[src/rtl/vip_gaussian_filter_5x5_8bit_pkg.sv]
// Shared constants and types for the 5x5 Gaussian smoothing stage.
//   Kernel: outer product of [1 4 6 4 1] with itself (sum 256).
//   Widths: 8-bit pixels, 12-bit row sums, 16-bit column sum.
//   Normalisation: add 128, shift right by 8, clamp to 8 bits.
package vip_gaussian_filter_5x5_8bit_pkg;

  localparam int unsigned PIX_W     = 8;
  localparam int unsigned ROW_SUM_W = 12;
  localparam int unsigned COL_SUM_W = 16;

  localparam int unsigned TAP_EDGE = 1;
  localparam int unsigned TAP_NEAR = 4;
  localparam int unsigned TAP_MID  = 6;

  // Tap weights expressed as shift amounts: 1 = <<0, 4 = <<2, 6 = <<2 + <<1.
  localparam int unsigned EDGE_SH   = $clog2(TAP_EDGE);
  localparam int unsigned NEAR_SH   = $clog2(TAP_NEAR);
  localparam int unsigned MID_SH_HI = $clog2(TAP_MID) - 1;
  localparam int unsigned MID_SH_LO = $clog2(TAP_MID - (1 << MID_SH_HI));

  localparam int unsigned ROUND_CONST = 128;
  localparam int unsigned NORM_SHIFT  = 8;
  localparam int unsigned PIX_MAX     = (1 << PIX_W) - 1;

  // Window is treated as fully populated once 4 earlier columns/rows exist.
  localparam int unsigned WIN_EDGE = 4;

  // Per-pixel side information carried next to the arithmetic pipeline.
  typedef struct packed {
    logic             valid;
    logic             bypass;
    logic [PIX_W-1:0] p33;
  } side_t;

  function automatic logic [PIX_W-1:0] clamp_pix(input logic [COL_SUM_W:0] v);
    if (v > (COL_SUM_W+1)'(PIX_MAX)) begin
      return '1;
    end
    return v[PIX_W-1:0];
  endfunction

endpackage

[src/rtl/vip_gaussian_filter_5x5_8bit_gauss_tap5_sum.sv]
// Registered [1 4 6 4 1] weighted sum of five unsigned values, shift-add only.
//   clk, rst : clock, synchronous active-high reset
//   en       : capture enable; register holds when low
//   x0..x4   : inputs (IN_W bits), x0 is the oldest tap
//   sum      : registered weighted sum (OUT_W bits)
module gauss_tap5_sum
  import vip_gaussian_filter_5x5_8bit_pkg::*;
#(
  parameter int unsigned IN_W  = PIX_W,
  parameter int unsigned OUT_W = ROW_SUM_W
) (
  input  logic             clk,
  input  logic             rst,
  input  logic             en,
  input  logic [IN_W-1:0]  x0,
  input  logic [IN_W-1:0]  x1,
  input  logic [IN_W-1:0]  x2,
  input  logic [IN_W-1:0]  x3,
  input  logic [IN_W-1:0]  x4,
  output logic [OUT_W-1:0] sum
);

  logic [OUT_W-1:0] e0, e1, e2, e3, e4;
  logic [OUT_W-1:0] weighted;

  always_comb begin
    e0 = OUT_W'(x0);
    e1 = OUT_W'(x1);
    e2 = OUT_W'(x2);
    e3 = OUT_W'(x3);
    e4 = OUT_W'(x4);
    weighted = (e0 << EDGE_SH) + (e1 << NEAR_SH) + (e2 << MID_SH_HI) + (e2 << MID_SH_LO)
             + (e3 << NEAR_SH) + (e4 << EDGE_SH);
  end

  always_ff @(posedge clk) begin
    if (rst) begin
      sum <= '0;
    end else if (en) begin
      sum <= weighted;
    end
  end

endmodule

[src/rtl/vip_gaussian_filter_5x5_8bit.sv]
// Pipelined 5x5 Gaussian smoothing of 8-bit luma, fixed 3-cycle latency.
//   clk, rst                 : pixel clock, synchronous active-high reset
//   bypass                   : per-pixel passthrough of the centre pixel p33
//   matrix_frame_vsync/href/clken : sync from the matrix generator
//   matrix_p11..matrix_p55   : 5x5 window, row 1 / column 1 oldest
//   post_frame_vsync/href/clken   : sync delayed by 3 cycles
//   post_img_y               : filtered pixel (p33 at window borders, 0 when href low)
module vip_gaussian_filter_5x5_8bit
  import vip_gaussian_filter_5x5_8bit_pkg::*;
#(
  parameter int unsigned IMG_WIDTH  = 640,
  parameter int unsigned IMG_HEIGHT = 480
) (
  input  logic             clk,
  input  logic             rst,
  input  logic             bypass,
  input  logic             matrix_frame_vsync,
  input  logic             matrix_frame_href,
  input  logic             matrix_frame_clken,
  input  logic [PIX_W-1:0] matrix_p11,
  input  logic [PIX_W-1:0] matrix_p12,
  input  logic [PIX_W-1:0] matrix_p13,
  input  logic [PIX_W-1:0] matrix_p14,
  input  logic [PIX_W-1:0] matrix_p15,
  input  logic [PIX_W-1:0] matrix_p21,
  input  logic [PIX_W-1:0] matrix_p22,
  input  logic [PIX_W-1:0] matrix_p23,
  input  logic [PIX_W-1:0] matrix_p24,
  input  logic [PIX_W-1:0] matrix_p25,
  input  logic [PIX_W-1:0] matrix_p31,
  input  logic [PIX_W-1:0] matrix_p32,
  input  logic [PIX_W-1:0] matrix_p33,
  input  logic [PIX_W-1:0] matrix_p34,
  input  logic [PIX_W-1:0] matrix_p35,
  input  logic [PIX_W-1:0] matrix_p41,
  input  logic [PIX_W-1:0] matrix_p42,
  input  logic [PIX_W-1:0] matrix_p43,
  input  logic [PIX_W-1:0] matrix_p44,
  input  logic [PIX_W-1:0] matrix_p45,
  input  logic [PIX_W-1:0] matrix_p51,
  input  logic [PIX_W-1:0] matrix_p52,
  input  logic [PIX_W-1:0] matrix_p53,
  input  logic [PIX_W-1:0] matrix_p54,
  input  logic [PIX_W-1:0] matrix_p55,
  output logic             post_frame_vsync,
  output logic             post_frame_href,
  output logic             post_frame_clken,
  output logic [PIX_W-1:0] post_img_y
);

  localparam int unsigned COL_W = (IMG_WIDTH  > 1) ? $clog2(IMG_WIDTH)  : 1;
  localparam int unsigned ROW_W = (IMG_HEIGHT > 1) ? $clog2(IMG_HEIGHT) : 1;
  localparam logic [COL_W-1:0] COL_MAX = COL_W'(IMG_WIDTH - 1);
  localparam logic [ROW_W-1:0] ROW_MAX = ROW_W'(IMG_HEIGHT - 1);

  logic [PIX_W-1:0] win [5][5];

  assign win[0][0] = matrix_p11;
  assign win[0][1] = matrix_p12;
  assign win[0][2] = matrix_p13;
  assign win[0][3] = matrix_p14;
  assign win[0][4] = matrix_p15;
  assign win[1][0] = matrix_p21;
  assign win[1][1] = matrix_p22;
  assign win[1][2] = matrix_p23;
  assign win[1][3] = matrix_p24;
  assign win[1][4] = matrix_p25;
  assign win[2][0] = matrix_p31;
  assign win[2][1] = matrix_p32;
  assign win[2][2] = matrix_p33;
  assign win[2][3] = matrix_p34;
  assign win[2][4] = matrix_p35;
  assign win[3][0] = matrix_p41;
  assign win[3][1] = matrix_p42;
  assign win[3][2] = matrix_p43;
  assign win[3][3] = matrix_p44;
  assign win[3][4] = matrix_p45;
  assign win[4][0] = matrix_p51;
  assign win[4][1] = matrix_p52;
  assign win[4][2] = matrix_p53;
  assign win[4][3] = matrix_p54;
  assign win[4][4] = matrix_p55;

  // Stage 0: position counters on the input side.
  logic [COL_W-1:0] col_cnt;
  logic [ROW_W-1:0] row_cnt;
  logic             vsync_q;
  logic             href_q;
  logic             win_valid;

  always_ff @(posedge clk) begin
    if (rst) begin
      col_cnt <= '0;
      row_cnt <= '0;
      vsync_q <= 1'b0;
      href_q  <= 1'b0;
    end else begin
      vsync_q <= matrix_frame_vsync;
      href_q  <= matrix_frame_href;
      if (!matrix_frame_href) begin
        col_cnt <= '0;
      end else if (matrix_frame_clken && col_cnt != COL_MAX) begin
        col_cnt <= col_cnt + 1'b1;
      end
      // vsync rising edge takes priority over a coincident href falling edge.
      if (matrix_frame_vsync && !vsync_q) begin
        row_cnt <= '0;
      end else if (href_q && !matrix_frame_href && row_cnt != ROW_MAX) begin
        row_cnt <= row_cnt + 1'b1;
      end
    end
  end

  assign win_valid = (32'(col_cnt) >= WIN_EDGE) && (32'(row_cnt) >= WIN_EDGE);

  // Sync delay line; bit k is the input delayed by k+1 cycles.
  logic [2:0] vsync_d, href_d, clken_d;

  always_ff @(posedge clk) begin
    if (rst) begin
      vsync_d <= '0;
      href_d  <= '0;
      clken_d <= '0;
    end else begin
      vsync_d <= {vsync_d[1:0], matrix_frame_vsync};
      href_d  <= {href_d[1:0],  matrix_frame_href};
      clken_d <= {clken_d[1:0], matrix_frame_clken};
    end
  end

  assign post_frame_vsync = vsync_d[2];
  assign post_frame_href  = href_d[2];
  assign post_frame_clken = clken_d[2];

  // Stage 1: row pass.
  logic [ROW_SUM_W-1:0] row_sum [5];

  for (genvar r = 0; r < 5; r++) begin : g_row
    gauss_tap5_sum #(
      .IN_W  (PIX_W),
      .OUT_W (ROW_SUM_W)
    ) u_row (
      .clk (clk),
      .rst (rst),
      .en  (matrix_frame_clken),
      .x0  (win[r][0]),
      .x1  (win[r][1]),
      .x2  (win[r][2]),
      .x3  (win[r][3]),
      .x4  (win[r][4]),
      .sum (row_sum[r])
    );
  end

  // Stage 2: column pass.
  logic [COL_SUM_W-1:0] col_sum;

  gauss_tap5_sum #(
    .IN_W  (ROW_SUM_W),
    .OUT_W (COL_SUM_W)
  ) u_col (
    .clk (clk),
    .rst (rst),
    .en  (clken_d[0]),
    .x0  (row_sum[0]),
    .x1  (row_sum[1]),
    .x2  (row_sum[2]),
    .x3  (row_sum[3]),
    .x4  (row_sum[4]),
    .sum (col_sum)
  );

  // Side pipeline, enabled exactly like the arithmetic stages it shadows.
  side_t side_s1, side_s2;

  always_ff @(posedge clk) begin
    if (rst) begin
      side_s1 <= '0;
      side_s2 <= '0;
    end else begin
      if (matrix_frame_clken) begin
        side_s1 <= '{valid: win_valid, bypass: bypass, p33: matrix_p33};
      end
      if (clken_d[0]) begin
        side_s2 <= side_s1;
      end
    end
  end

  // Stage 3: normalise, clamp, select.
  logic [COL_SUM_W:0] rounded;
  logic [COL_SUM_W:0] norm;
  logic [PIX_W-1:0]   y_sel;

  always_comb begin
    rounded = {1'b0, col_sum} + (COL_SUM_W+1)'(ROUND_CONST);
    norm    = rounded >> NORM_SHIFT;
    if (side_s2.bypass || !side_s2.valid) begin
      y_sel = side_s2.p33;
    end else begin
      y_sel = clamp_pix(norm);
    end
  end

  always_ff @(posedge clk) begin
    if (rst) begin
      post_img_y <= '0;
    end else if (!href_d[1]) begin
      post_img_y <= '0;
    end else if (clken_d[1]) begin
      post_img_y <= y_sel;
    end
  end

endmodule
[config.mk]
export PLATFORM = sky130hd
export DESIGN_NAME = vip_gaussian_filter_5x5_8bit
export DESIGN_NICKNAME = d
export VERILOG_FILES = /design/src/rtl/vip_gaussian_filter_5x5_8bit_pkg.sv /design/src/rtl/vip_gaussian_filter_5x5_8bit_gauss_tap5_sum.sv /design/src/rtl/vip_gaussian_filter_5x5_8bit.sv
export SDC_FILE = /design/constraint.sdc
export NUM_CORES = 1
export LEC_CHECK = 0
export CAP_MARGIN = 20
export CORE_UTILIZATION = 55
export DETAILED_ROUTE_END_ITERATION = 6
export GPL_ROUTABILITY_DRIVEN = 0
export PLACE_DENSITY = 0.82
export SLEW_MARGIN = 10
export SYNTH_ARGS = -nofsm -noshare
export SYNTH_HDL_FRONTEND = slang
export SYNTH_HIERARCHICAL = 1
export SYNTH_SLANG_ARGS = --single-unit
[constraint.sdc]
create_clock -name clk -period 8.5 [get_ports clk]
set_input_delay 2.55 -clock clk [delete_from_list [all_inputs] [get_ports clk]]
set_output_delay 2.55 -clock clk [all_outputs]
set_load 0.01 [all_outputs]
## After elaboration in Yosys (flattened, before gate mapping)

Cells that the tools add are included.

- Bits of input ports: 206
- Output and inout bits: 11
- Register bits after elaboration: 134
- Word-level logic and storage cells: 77

- Eq/ne operators: 2
- Magnitude comparators: 3
- Multiplexer cells: 5
- Reduce and logical (&&, ||, !) cells: 12
- Add/sub/neg operators: 33
- Bitwise logic cells: 2

Operators with widths:

| kind | count |
|---|---|
| 12-bit by 10-bit adder with 12-bit output | 10 |
| 12-bit by 8-bit adder with 12-bit output | 5 |
| 12-bit by 9-bit adder with 12-bit output | 5 |
| 8-bit by 10-bit adder with 11-bit output | 5 |
| 16-bit by 14-bit adder with 16-bit output | 2 |
| 8-bit two-way mux | 3 |
| 16-bit by 8-bit adder with 17-bit output, second input constant | 1 |
| 16-bit by 12-bit adder with 16-bit output | 1 |
| 16-bit by 13-bit adder with 16-bit output | 1 |
| 12-bit by 14-bit adder with 15-bit output | 1 |
| 10-bit by 1-bit adder with 10-bit output, second input constant | 1 |
| 10-bit by 3-bit >= comparator with 1-bit output, second input constant | 1 |
| 10-bit inequality test, second input constant | 1 |
| 9-bit by 1-bit adder with 9-bit output, second input constant | 1 |
| 9-bit by 3-bit >= comparator with 1-bit output, second input constant | 1 |
| 9-bit by 8-bit > comparator with 1-bit output, second input constant | 1 |
| 9-bit inequality test, second input constant | 1 |
| 2-bit OR reduction | 3 |
| 1-bit logical AND | 5 |
| 1-bit zero test | 3 |
| 1-bit two-way mux | 2 |
| 1-bit inverter | 2 |
| 1-bit logical OR | 1 |

## Depth between registers and ports, before layout

- Depth in word-level cells: 6
- Depth in mapped cells: 13

## Hierarchy

Netlist, hierarchy kept.

Modules (own cells, without submodules):

| module | area each (um^2) | cells each | times used |
|---|---|---|---|
| gauss_tap5_sum (g_row[0].u_row ...) | 1715.4 | 193 | 5 |
| vip_gaussian_filter_5x5_8bit | 2521.2 | 277 | 1 |
| gauss_tap5_sum (u_col) | 2442.3 | 282 | 1 |

## Least setup slack after synthesis

OpenSTA, ideal clock, no wires.

- Kind: input-to-reg
- Start: input port matrix_p11[3]
- End: register g_row[0].u_row.sum[11]
- Stages on the path: 11
- Slack: 2808 ps
- Required time: 8360 ps
- Arrival: 5552 ps
- Library setup time: 140 ps
- Buffers on the path: 0
- Path through: inv_1 fa_1 inv_1 fa_1 fa_1 ha_1 fa_1 a211oi_1 o21ai_1 o311ai_1 o221ai_1

- Longest elaborated chain between the ends: 5

Ends and longest elaborated chain:

| what | RTL line | RTL |
|---|---|---|
| start: declaration | vip_gaussian_filter_5x5_8bit.sv:20 | `input logic [PIX_W-1:0] matrix_p11,` |
| 8-bit by 10-bit adder with 11-bit output | vip_gaussian_filter_5x5_8bit_gauss_tap5_sum.sv:32 | `weighted = (e0 << EDGE_SH) + (e1 << NEAR_SH) + (e2 << MID_SH_HI) + (e2 << MID_SH_LO)` |
| 12-bit by 10-bit adder with 12-bit output | vip_gaussian_filter_5x5_8bit_gauss_tap5_sum.sv:32 |  |
| 12-bit by 9-bit adder with 12-bit output | vip_gaussian_filter_5x5_8bit_gauss_tap5_sum.sv:32 |  |
| 12-bit by 10-bit adder with 12-bit output | vip_gaussian_filter_5x5_8bit_gauss_tap5_sum.sv:33 | `+ (e3 << NEAR_SH) + (e4 << EDGE_SH);` |
| 12-bit by 8-bit adder with 12-bit output | vip_gaussian_filter_5x5_8bit_gauss_tap5_sum.sv:33 |  |
| end signal: assignment | vip_gaussian_filter_5x5_8bit_gauss_tap5_sum.sv:40 | `sum <= weighted;` |
| end: declaration | vip_gaussian_filter_5x5_8bit_gauss_tap5_sum.sv:20 | `output logic [OUT_W-1:0] sum` |

No other way between the ends.
A chain may end at the register's enable or synchronous reset.

## Worst setup path after layout

- Start: input port matrix_p33[1]
- End: register g_row[2].u_row.sum[11]

- Longest elaborated chain between the ends: 4

Ends and longest elaborated chain:

| what | RTL line | RTL |
|---|---|---|
| start: declaration | vip_gaussian_filter_5x5_8bit.sv:32 | `input logic [PIX_W-1:0] matrix_p33,` |
| 12-bit by 10-bit adder with 12-bit output | vip_gaussian_filter_5x5_8bit_gauss_tap5_sum.sv:32 |  |
| 12-bit by 9-bit adder with 12-bit output (*) | vip_gaussian_filter_5x5_8bit_gauss_tap5_sum.sv:32 |  |
| 12-bit by 10-bit adder with 12-bit output (*) | vip_gaussian_filter_5x5_8bit_gauss_tap5_sum.sv:33 |  |
| 12-bit by 8-bit adder with 12-bit output (*) | vip_gaussian_filter_5x5_8bit_gauss_tap5_sum.sv:33 |  |
| end signal: assignment | vip_gaussian_filter_5x5_8bit_gauss_tap5_sum.sv:40 |  |
| end: declaration | vip_gaussian_filter_5x5_8bit_gauss_tap5_sum.sv:20 |  |

Every way passes the cells marked *; elsewhere a longest branch is shown, timed or not.

==> summary.txt <==
Outcome
  • Outcome: completed

Hold path
  • Hold Path Class: register to register

Power and ir drop
  • Worst-case vdd ir drop: 0.322 mV
  • Cell Int Power: 2.59 mW
  • Logic pwr share: 66.6%
  • Switching share of power: 45.9%
  • Switching Power: 2.19 mW
  • Part of the power in the clock network: 17.2%
  • Register share of total power: 16.2%
  • Leakage Power: 8.03 nW
  • P per Cell Area: 292 nW/um^2

Placed design
  • Buffers added on ports: 216
  • DPL Wire Length: 22.5 mm
  • Post-place instance area: 15700 um^2

Clock network
  • Num Clock Sinks: 125
  • Cts bufs inserted: 17
  • Maximum buffer depth of the clock tree: 2
  • Worst skew pair latency: 0.42 ns
  • Depth of the CTS H-tree: 4
  • Root buf cell: clkbuf_16
  • Number of setup buffers added after CTS: 0
  • TritonCTS clock tree: yes
  • Cts repair resizes: 0
  • Number of hold-repair buffers added at the cts stage: 0
  • Clock-pin slew on the worst setup and hold paths: 0.06 ns

Logic synthesis
  • Yosys warnings: 6
  • Nets in the synthesized netlist: 1988
  • Combined area of all synthesized cells: 13300 um^2
  • Gate count after technology mapping: 1499
  • Synthesized area per cell: 8.86 um^2

Critical path
  • Largest stage delay on the critical path: 0.54 ns
  • Worst path required time: 8.77 ns
  • Max stage delay cell, worst path: clkdlybuf4s50_1
  • Critical Path Sink Type: register
  • Cell class contributing the biggest share of worst-path delay: adder cells
  • Buffers and inverters on the worst path: 3
  • Crit start category: primary input
  • Worst-path fanout max: 3
  • CP cell instances: clkdlybuf4s50_1 -> inv_1 -> fa_1 -> inv_1 -> fa_1 -> fa_1 -> ha_1 -> fa_1 -> a211oi_1 -> o21ai_1 -> o311ai_1 -> o221ai_1
  • Cell seen most often among critical-path stages: fa_1
  • CP Class: primary input to register
  • Critical path data arrival time: 6.36 ns

Cells and area
  • Filler cell count: 1854
  • Final instance area: 16300 um^2
  • # diodes: 0
  • Proportion of layout cells with a drive suffix above 1: 3.80%
  • Layout Area Growth over Synthesis: 22.9%
  • Final net count: 2186
  • Sequential cell area: 2500 um^2
  • Multi-input combinational cell area: 8720 um^2

STA
  • Ratio of final minimum period to clock period: 71.6%
  • Fmax: 0.164 GHz
  • Final Slew Violations: 0
  • Number of endpoints with negative hold slack in the final report: 0
  • Final setup TNS: 0 ns
  • Time the worst path needs with I/O delays and setup: 6.09 ns
  • Setup repair after global routing missed its margin: false
  • Final-report setup violation count: 0
  • Worst-case clock skew: 0.0104 ns
  • Normalized max-slew margin: 31.4%
  • Transition time at the pin with the least slew margin: 1.03 ns

Floorplanning
  • Core area: 23500 um^2
  • Die span in x: 157 um
  • Placement Rows: 56
  • Initial cell density of the core: 56.4%
  • Die Span Y: 157 um
  • Count of pins on the block boundary: 217
  • Total Die Area: 24800 um^2

GRT
  • Global-route total usage across every layer: 23.8%
  • Total congestion overflow: 0
  • Number of global-route vias before repair: 10700
  • Wire length of the first global-routing pass: 47.1 mm
  • Number of antenna violations at the first check in global routing: 0
  • Largest net degree at the start of global routing: 75

Detailed routing
  • Detailed-route via count: 10300
  • Detailed-routing iteration count for the pre-antenna-repair pass: 6
  • Initial DRC count: 623
  • Total length of routed wires: 27.5 mm
  • WL per Instance: 13.6 um
  • Number of remaining DRC errors: 0
  • Ratio of routed vias to standard cells: 5.06
  • Number of antenna-violating nets in the routed design: 0

Flow run
  • Max-cap violation count: 0
==> power groups by stage <==
stage	clock network (mW)	logic, mW	registers, mW
2_1_floorplan	0	2.49	0.751
6_report	0.821	3.18	0.776
3_5_place_dp	0	3.15	0.785
5_1_grt	0.858	3.65	0.787
4_1_cts	0.827	3.18	0.775
3_3_place_gp	0	3.03	0.781
==> layout by cell type (no fill, tap or decap), drive strengths merged, types with 25 or more instances in the layout <==
cell type      instances
a21oi                 40
clkdlybuf4s50        214
dfxtp                125
fa                   190
ha                    93
inv                  502
mux2i                 49
nand2                 33
nand2b                37
nor2                  98
o21ai                 28
xnor2                 25
==> area by class of cell <==
class                   count  area share, %
flip-flops and latches    125           15.3
well taps                 319           2.45
multi-input cells         838           53.4
clock inverters            14           1.42
repair buffers            218           13.3
clock buffers              18           2.63
inverters                 497           11.4
==> path summary, 6_finish.rpt <==
check / start / endpoint / slack [ns] / depth (start not counted)
min reg2reg: vsync_d[1] / vsync_d[2] / 0.44 / 1
max reg2reg: g_row[2].u_row/sum[2] / u_col/sum[15] / 4.72 / 13
max: matrix_p33[1] / g_row[2].u_row/sum[11] / 2.41 / 12
min: vsync_d[1] / vsync_d[2] / 0.44 / 1
==> stage by stage <==
step / utilization, % / instances / hold slack, ns / setup WS [ns] / power, mW
after global placement: 66.5 / 1997 / 0.415 / 2.11 / 3.81
after global routing: 69.3 / 2029 / 0.462 / 2.23 / 5.30
after CTS: 69.3 / 2029 / 0.443 / 2.41 / 4.79
final: 69.3 / 2029 / 0.440 / 2.41 / 4.77
after floorplan: - / 1499 / 0.410 / 2.81 / 3.24
after detailed placement: 66.5 / 1997 / 0.435 / 1.99 / 3.93
==> registers in the layout (all words and copies together) (netlist names) <==
signal and count:
row_cnt 9, g_row.u_row/sum 60, col_cnt 10, vsync_d 3, side_s2 10, side_s1 10, clken_d 3, href_d 3
u_col/sum 9, post_img_y 8
==> metal layers <==
metal / wire [um] / global-route usage [%] / up-vias
met5: 0 / 0 / -
met4: 554 / 7.40 / 0
met3: 1130 / 3.47 / 41
met2: 14700 / 44.3 / 244
met1: 11200 / 27.9 / 4974
li1: - / - / 5007
==> worst reg2reg max path, stage by stage (launching register included) <==
cell and delay, ns:
dfxtp_1 0.42, inv_1 0.08, fa_1 0.48, inv_1 0.06
fa_1 0.53, inv_1 0.06, fa_1 0.53, inv_1 0.06
fa_1 0.43, a211oi_2 0.33, o211ai_2 0.17, a31oi_1 0.23
xor2_1 0.18, o21ai_0 0.10
No activity file was read; power rests on OpenSTA's default activity.
